==> src/rtl/imm_pkg.sv <==
// rtl/imm_pkg.sv - shared mode encodings for the immediate extender
package imm_pkg;

    localparam int MODE_W = 2;

    typedef enum logic [MODE_W-1:0] {
        MODE_SIGN   = 2'd0,
        MODE_ZERO   = 2'd1,
        MODE_UPPER  = 2'd2,
        MODE_BRANCH = 2'd3
    } imm_mode_e;

endpackage

==> src/rtl/imm_extend_comb.sv <==
// rtl/imm_extend_comb.sv - combinational immediate extension and branch target
module imm_extend_comb
    import imm_pkg::*;
#(
    parameter int IN_W  = 16,
    parameter int OUT_W = 32,
    parameter int SHIFT = 2
) (
    input  logic [IN_W-1:0]   imm,
    input  logic [MODE_W-1:0] mode,
    input  logic [OUT_W-1:0]  pc,
    output logic [OUT_W-1:0]  ext,
    output logic [OUT_W-1:0]  target
);

    logic [OUT_W-1:0] sext;

    // Select the extension by mode; target is pc unless branching
    always_comb begin
        sext             = {OUT_W{imm[IN_W-1]}};
        sext[IN_W-1:0]   = imm;
        ext              = sext;
        target           = pc;
        case (imm_mode_e'(mode))
            MODE_SIGN:   ext = sext;
            MODE_ZERO:   ext = OUT_W'(imm);
            MODE_UPPER:  ext = OUT_W'(imm) << (OUT_W - IN_W);
            MODE_BRANCH: begin
                ext    = sext << SHIFT;
                target = pc + (sext << SHIFT);
            end
            default:     ext = sext;
        endcase
    end

endmodule

==> src/rtl/imm_extend_pipe.sv <==
// rtl/imm_extend_pipe.sv - immediate extender with output register and skid buffer
module imm_extend_pipe
    import imm_pkg::*;
#(
    parameter int IN_W  = 16,
    parameter int OUT_W = 32,
    parameter int SHIFT = 2
) (
    input  logic              clk,
    input  logic              reset,
    input  logic              flush,
    input  logic              in_valid,
    output logic              in_ready,
    input  logic [IN_W-1:0]   in_imm,
    input  logic [MODE_W-1:0] in_mode,
    input  logic [OUT_W-1:0]  in_pc,
    output logic              out_valid,
    input  logic              out_ready,
    output logic [OUT_W-1:0]  out_ext,
    output logic [OUT_W-1:0]  out_target
);

    logic [OUT_W-1:0] calc_ext;
    logic [OUT_W-1:0] calc_target;
    logic             skid_valid;
    logic [OUT_W-1:0] skid_ext;
    logic [OUT_W-1:0] skid_target;
    logic             accept;
    logic             out_free;

    imm_extend_comb #(
        .IN_W  (IN_W),
        .OUT_W (OUT_W),
        .SHIFT (SHIFT)
    ) u_comb (
        .imm    (in_imm),
        .mode   (in_mode),
        .pc     (in_pc),
        .ext    (calc_ext),
        .target (calc_target)
    );

    // in_ready comes straight from the skid flop, so out_ready never reaches it combinationally
    assign in_ready = !skid_valid;
    assign accept   = in_valid && in_ready;
    assign out_free = !out_valid || out_ready;

    // Output register: refill from skid first to keep acceptance order, else from the extender
    always_ff @(posedge clk or posedge reset) begin
        if (reset) begin
            out_valid  <= 1'b0;
            out_ext    <= '0;
            out_target <= '0;
        end else if (flush) begin
            out_valid <= 1'b0;
        end else if (out_free) begin
            if (skid_valid) begin
                out_valid  <= 1'b1;
                out_ext    <= skid_ext;
                out_target <= skid_target;
            end else if (accept) begin
                out_valid  <= 1'b1;
                out_ext    <= calc_ext;
                out_target <= calc_target;
            end else begin
                out_valid <= 1'b0;
            end
        end
    end

    // Skid register: catches an accepted result while the output register is stalled
    always_ff @(posedge clk or posedge reset) begin
        if (reset) begin
            skid_valid  <= 1'b0;
            skid_ext    <= '0;
            skid_target <= '0;
        end else if (flush) begin
            skid_valid <= 1'b0;
        end else if (skid_valid && out_free) begin
            skid_valid <= 1'b0;
        end else if (accept && !out_free) begin
            skid_valid  <= 1'b1;
            skid_ext    <= calc_ext;
            skid_target <= calc_target;
        end
    end

endmodule
==> config.mk <==
export PLATFORM = sky130hd
export DESIGN_NAME = imm_extend_pipe
export DESIGN_NICKNAME = d
export VERILOG_FILES = /design/src/rtl/imm_pkg.sv /design/src/rtl/imm_extend_comb.sv /design/src/rtl/imm_extend_pipe.sv
export SDC_FILE = /design/constraint.sdc
export NUM_CORES = 1
export LEC_CHECK = 0
export ABC_CLOCK_PERIOD_IN_PS = 6700
export CAP_MARGIN = 20
export CORE_MARGIN = 5
export CORE_UTILIZATION = 57
export DETAILED_ROUTE_END_ITERATION = 8
export DONT_BUFFER_PORTS = 1
export PLACE_DENSITY = 0.81
export SYNTH_ARGS = -nofsm -noshare
export SYNTH_HDL_FRONTEND = slang
export SYNTH_SLANG_ARGS = --single-unit
==> constraint.sdc <==
create_clock -name clk -period 6.7 [get_ports clk]
set_clock_uncertainty 0.2 [all_clocks]
set_input_delay 0.335 -clock clk [delete_from_list [all_inputs] [get_ports clk]]
set_output_delay 0.335 -clock clk [all_outputs]
set_load 0.03 [all_outputs]
# After elaboration in Yosys (flattened, before gate mapping)
# Cells that the tools add are included.
# word_totals
regBits	130
word_cells	38
# op_classes
n_bitwise	2
n_mux	13
addsub	1
n_reduce_logical	13
eq_ne	3
# op_table
cell	count
two-way mux 32 bit	5
one-hot mux 32 bit (4 select lines)	1
adder 32 bit	1
two-way mux 1 bit	7
AND reduction 3 bit	2
equality test 2 bit (second input constant)	2
nonzero test 2 bit	2
logical AND 1 bit	3
logical NOT 1 bit	3
nonzero test 3 bit	1
equality test 2 x 1 -> 1 bit (second input constant)	1
logical NOT 2 bit	1
inverter 1 bit	2
logical OR 1 bit	1

# Longest topological paths before layout
# depth
word_depth	7
mapped_depth	11
depth_no_buf	11

# By module
# Synthesis repeated with hierarchy kept, for this count alone.
# unflattened
cells_unflattened	751
area_unflattened_um2	8067.7
# modules_own_cells
module	cells_each	seq_area_each_um2	area_per_inst_um2	instances
imm_extend_pipe	351	3253.1	5612.9	1
imm_extend_comb	400	0.0	2454.9	1

# Worst setup path before layout
# OpenSTA, ideal clock, no wires.
# synth_path
kind	input-to-reg
start	input in_imm[0]
end	register out_target[28]
setup_slack_ns	3.599
arrival_ns	2.767
required_time_ns	6.366
path_buffers	0
stages	11
cell_sequence	ha_1 > fa_1 > a21o_1 > a221o_1 > nand3_2 > a21oi_2 > a41o_1 > a221o_1 > a211o_1 > a211oi_2 > o31ai_1
# synth_via
elab_chain_len	4
# synth_rtl
element	line	source
start, declared	imm_extend_pipe.sv:14	input logic [IN_W-1:0] in_imm,
adder 32 bit	imm_extend_comb.sv:30	target = pc + (sext << SHIFT);
two-way mux 32 bit	imm_extend_comb.sv:24	case (imm_mode_e'(mode))
two-way mux 32 bit	imm_extend_pipe.sv:61	end else if (accept) begin
two-way mux 32 bit	imm_extend_pipe.sv:57	if (skid_valid) begin
end signal, assigned	imm_extend_pipe.sv:60	out_target <= skid_target;
end signal, assigned	imm_extend_pipe.sv:64	out_target <= calc_target;
end, declared	imm_extend_pipe.sv:20	output logic [OUT_W-1:0] out_target
# No other way between the ends. The select of a mux whose other input is x is not followed.
# A chain may end at the register's enable or synchronous reset.

# Final worst setup path
# layout_path
start	register skid_valid
end	register out_target[13]
# layout_via
elab_chain_len	4
word_cells_on_any_way	5
# layout_rtl
element	line	source
start, declared	imm_extend_pipe.sv:25	logic skid_valid;
start signal, assigned	imm_extend_pipe.sv:74	skid_valid <= 1'b0;
start signal, assigned	imm_extend_pipe.sv:78	skid_valid <= 1'b0;
start signal, assigned	imm_extend_pipe.sv:80	skid_valid <= 1'b0;
logical NOT 1 bit	imm_extend_pipe.sv:44	assign in_ready = !skid_valid;
logical AND 1 bit	imm_extend_pipe.sv:45	assign accept = in_valid && in_ready;
nonzero test 2 bit (no line)	--	
AND reduction 3 bit (no line)	--	
# Parallel ways exist; a longest one is shown, timed or not.

==> metrics.txt <==
average size of a mapped cell=8.247 um2; Final Max Tran Viols=0; Simple-Gate Fraction of Synth Area=16.32%; setup_tns=0 ns; Worst setup SP type=flip-flop; Buffers & Inverters on Critical Path=1; Cells after DPL=1027; ys flop type=dfrtp_1; number of synthesized flops with an enable pin=0; # IOs=121; grt total ovfl=0; Tcrit/Tclk final=50.40%; Area contributors post-synth=dfrtp_1 43%, o21ai_0 9.6%, a21oi_1 7.8%, nand2_1 7.6%, ha_1 4.8%; clk slew on worst S/H paths=0.06 ns; Slew @ Worst Pin=1.105 ns; fin util=65.61%; area share of the largest cell type after synthesis=43.25%; Peak VDD IR=206.8 uV; Max-slew headroom=26.34%; max-cap viol count=0; CP delay by family, top=simple AND/OR/NAND/NOR gates; DP HPWL=13.71 mm; Rows=42; worst skew pair latency=0.42 ns; Crit Path Class=flip-flop to flip-flop; drt wl/cell=19.06 um; Die Y=124.9 um; CP Cell Sequence=buf_4, nor2_1, nor2_1, and2_1, nand2_1, o21ai_0; status=completed; CTS tree=yes; synthesized flop and latch total=130; Routed Antenna Nets=0; register area share after synthesis=43.25%; first-pass GRT wire length=34.38 mm; Stages on worst setup path=6; Mapped Cells=912; largest family of logic cells by synthesized area=compound AO/OA/AOI/OAI gates; hold slack final=0.01443 ns; initial antenna violation count=0; Final setup viols=0; CTS max path bufs=2; PnR worst setup slack=3.323 ns; vias=6781; CP dominant cell by count=nor2_1; Max Clk Rate=296.1 MHz; crit-path max cell delay=0.80 ns; area delta synth->final=14.16%; Synthesized Nets=997; Leak Pwr=3.939 nW; vias in the first global route=6327; Pwr per Cell Area=291.3 mW/mm2; pre-CTS setup slack=3.362 ns; multiplexer area fraction after synthesis=2.895%; Die Wd=124.9 um; Ant. Diodes=0; Post-synth ARST share=100.0%; XOR/XNOR Fraction of Synth Area=2.911%; Port Buf Inserts=0; non-filler instance count after layout=1105; fin crit period=3.377 ns; slowest CP cell=buf_4; Die ar.=0.01559 mm2; gr usage total=27.30%; Fin. Hold Viols=0; crit-path max FO=111; cts repair resizes=0; pin count of the biggest net entering global routing=120; clock sink count=130; Hold WC Path Type=input pin to flip-flop; fillers=1052; Crit. End Element=flip-flop; Synth Area in Compound Gates=25.02%; Iter 0 DRT Violations=657; DRC=0; Cell variety after synth=57; RSZ-0062 raised after global routing=no; initial core utilization=57.48%; Pre-antenna DRT Iters=6; Via density=6.137; Worst Hold Depth=4; Post-layout nets=1001; Final GP Congestion=0.8974; share of post-route cells with drive strength above 1=5.597%; Crit path required time=6.83 ns; Adder-Cell Fraction of Synth Area=5.091%; Reg2Reg Depth=6; drt total wl=21.07 mm; clock root buffer=clkbuf_16; total core area=0.01309 mm2; CTS H-Tree Depth=4; post-synth top area cell=dfrtp_1; Netlist Area Pre-Place=0.007521 mm2; CTS Buf Count=17; CP arrival=3.50 ns; YS warnings=0
==> flip-flops by register name (all words and copies together), names as in the netlist <==
name and flops:
out_ext 32, out_target 32, out_valid 1, skid_ext 32, skid_target 32, skid_valid 1
==> cells by family after synthesis <==
family                     after synthesis
AOI/OAI and AO/OA                      332
xor gates and xnor gates                25
adders and majority gates               30
buffers and inverters                   88
DFF                                    130
muxes                                   21
and+or+nand+nor                        286
==> cells in the final DEF (no fill, tap or decap), types with 6 or more instances in the layout <==
cell type	instances
mux2i_1	15
a21o_1	12
xnor2_1	12
and3_1	12
nor2_1	72
nor2b_1	6
dlygate4sd3_1	45
or3_1	6
a2bb2oi_1	12
a21oi_1	117
clkbuf_16	17
dfrtp_1	129
xor2_1	13
mux2_2	6
nand3_1	6
o21ai_0	145
a31oi_1	7
ha_1	29
nand2_1	151
inv_1	20
nor3_1	7
nand4_1	6
==> cell usage after synthesis (all sizes together) (3+ instances only) <==
| library cell | count |
|---|---|
| nand2 | 153 |
| o21ai | 147 |
| dfrtp | 130 |
| a21oi | 118 |
| nor2 | 72 |
| clkbuf | 60 |
| ha | 29 |
| inv | 22 |
| mux2i | 15 |
| xor2 | 13 |
| a21o | 12 |
| a2bb2oi | 12 |
| and3 | 12 |
| xnor2 | 12 |
| a31oi | 7 |
| nand3 | 7 |
| nor3 | 7 |
| buf | 6 |
| mux2 | 6 |
| nand4 | 6 |
| nor2b | 6 |
| or3 | 6 |
| and2 | 5 |
| nand2b | 5 |
| o21bai | 5 |
| o31ai | 5 |
| a311oi | 3 |
| a41o | 3 |
| a41oi | 3 |
==> through the flow <==
| stage | power, W | area, um2 |
|---|---|---|
| floorplan | 0.001487 | 7521 |
| global placement | 0.001575 | 7543 |
| detailed placement | 0.001593 | 7543 |
| CTS | 0.002499 | 8558 |
| global route | 0.002632 | 8586 |
| finish | 0.002501 | 8586 |
==> final timing paths <==
path | start | to | slack, ns
max in group asynchronous | reset | skid_ext[3] | 4.61
worst min-delay path | in_pc[19] | skid_target[19] | 0.01
worst max register to register | skid_valid | out_target[13] | 3.32
worst max-delay path | skid_valid | out_target[13] | 3.32
min in group asynchronous | reset | out_valid | 0.42
worst min register to register | skid_target[31] | skid_target[31] | 0.27
==> worst register-to-register path, cell delays in order (launching register included) <==
cell,delay (ns)
dfrtp_4,0.38
buf_4,0.80
nor2_1,0.20
nor2_1,0.26
and2_1,0.78
nand2_1,0.40
o21ai_0,0.26
==> where the power goes <==
group / internal, W / leakage (nW) / switching, W
logic: 0.000179 / 2.02 / 0.000262
clock network: 0.000529 / 0.272 / 0.000354
registers: 0.000938 / 1.65 / 0.000238
total: 0.00165 / 3.94 / 0.000854
==> what timing repair did <==
| action | 4_1_cts | 5_1_grt |
|---|---|---|
| hold buffers | 45 | 0 |
| endpoints found under the hold margin | 143 | 0 |
| setup buffers | 0 | 0 |
==> final cells by class <==
| class | count | area [um2] | area share, % |
|---|---|---|---|
| Multi-Input combinational cell | 694 | 3944 | 45.93 |
| Clock inverter | 12 | 107.6 | 1.253 |
| Inverter | 22 | 85.08 | 0.9910 |
| Sequential cell | 130 | 3257 | 37.93 |
| Clock buffer | 20 | 456.7 | 5.319 |
| Tap cell | 176 | 220.2 | 2.565 |
| Timing Repair Buffer | 51 | 515.5 | 6.004 |
==> routing by layer <==
metal	track usage (%)	routed length, um	up-vias
met3	9.220	2312	51
li1	-	-	3198
met1	38.23	9023	3203
met2	40.27	9223	329
met5	0	0	-
met4	8.482	506	0
Power figures use the tool's default switching activity.
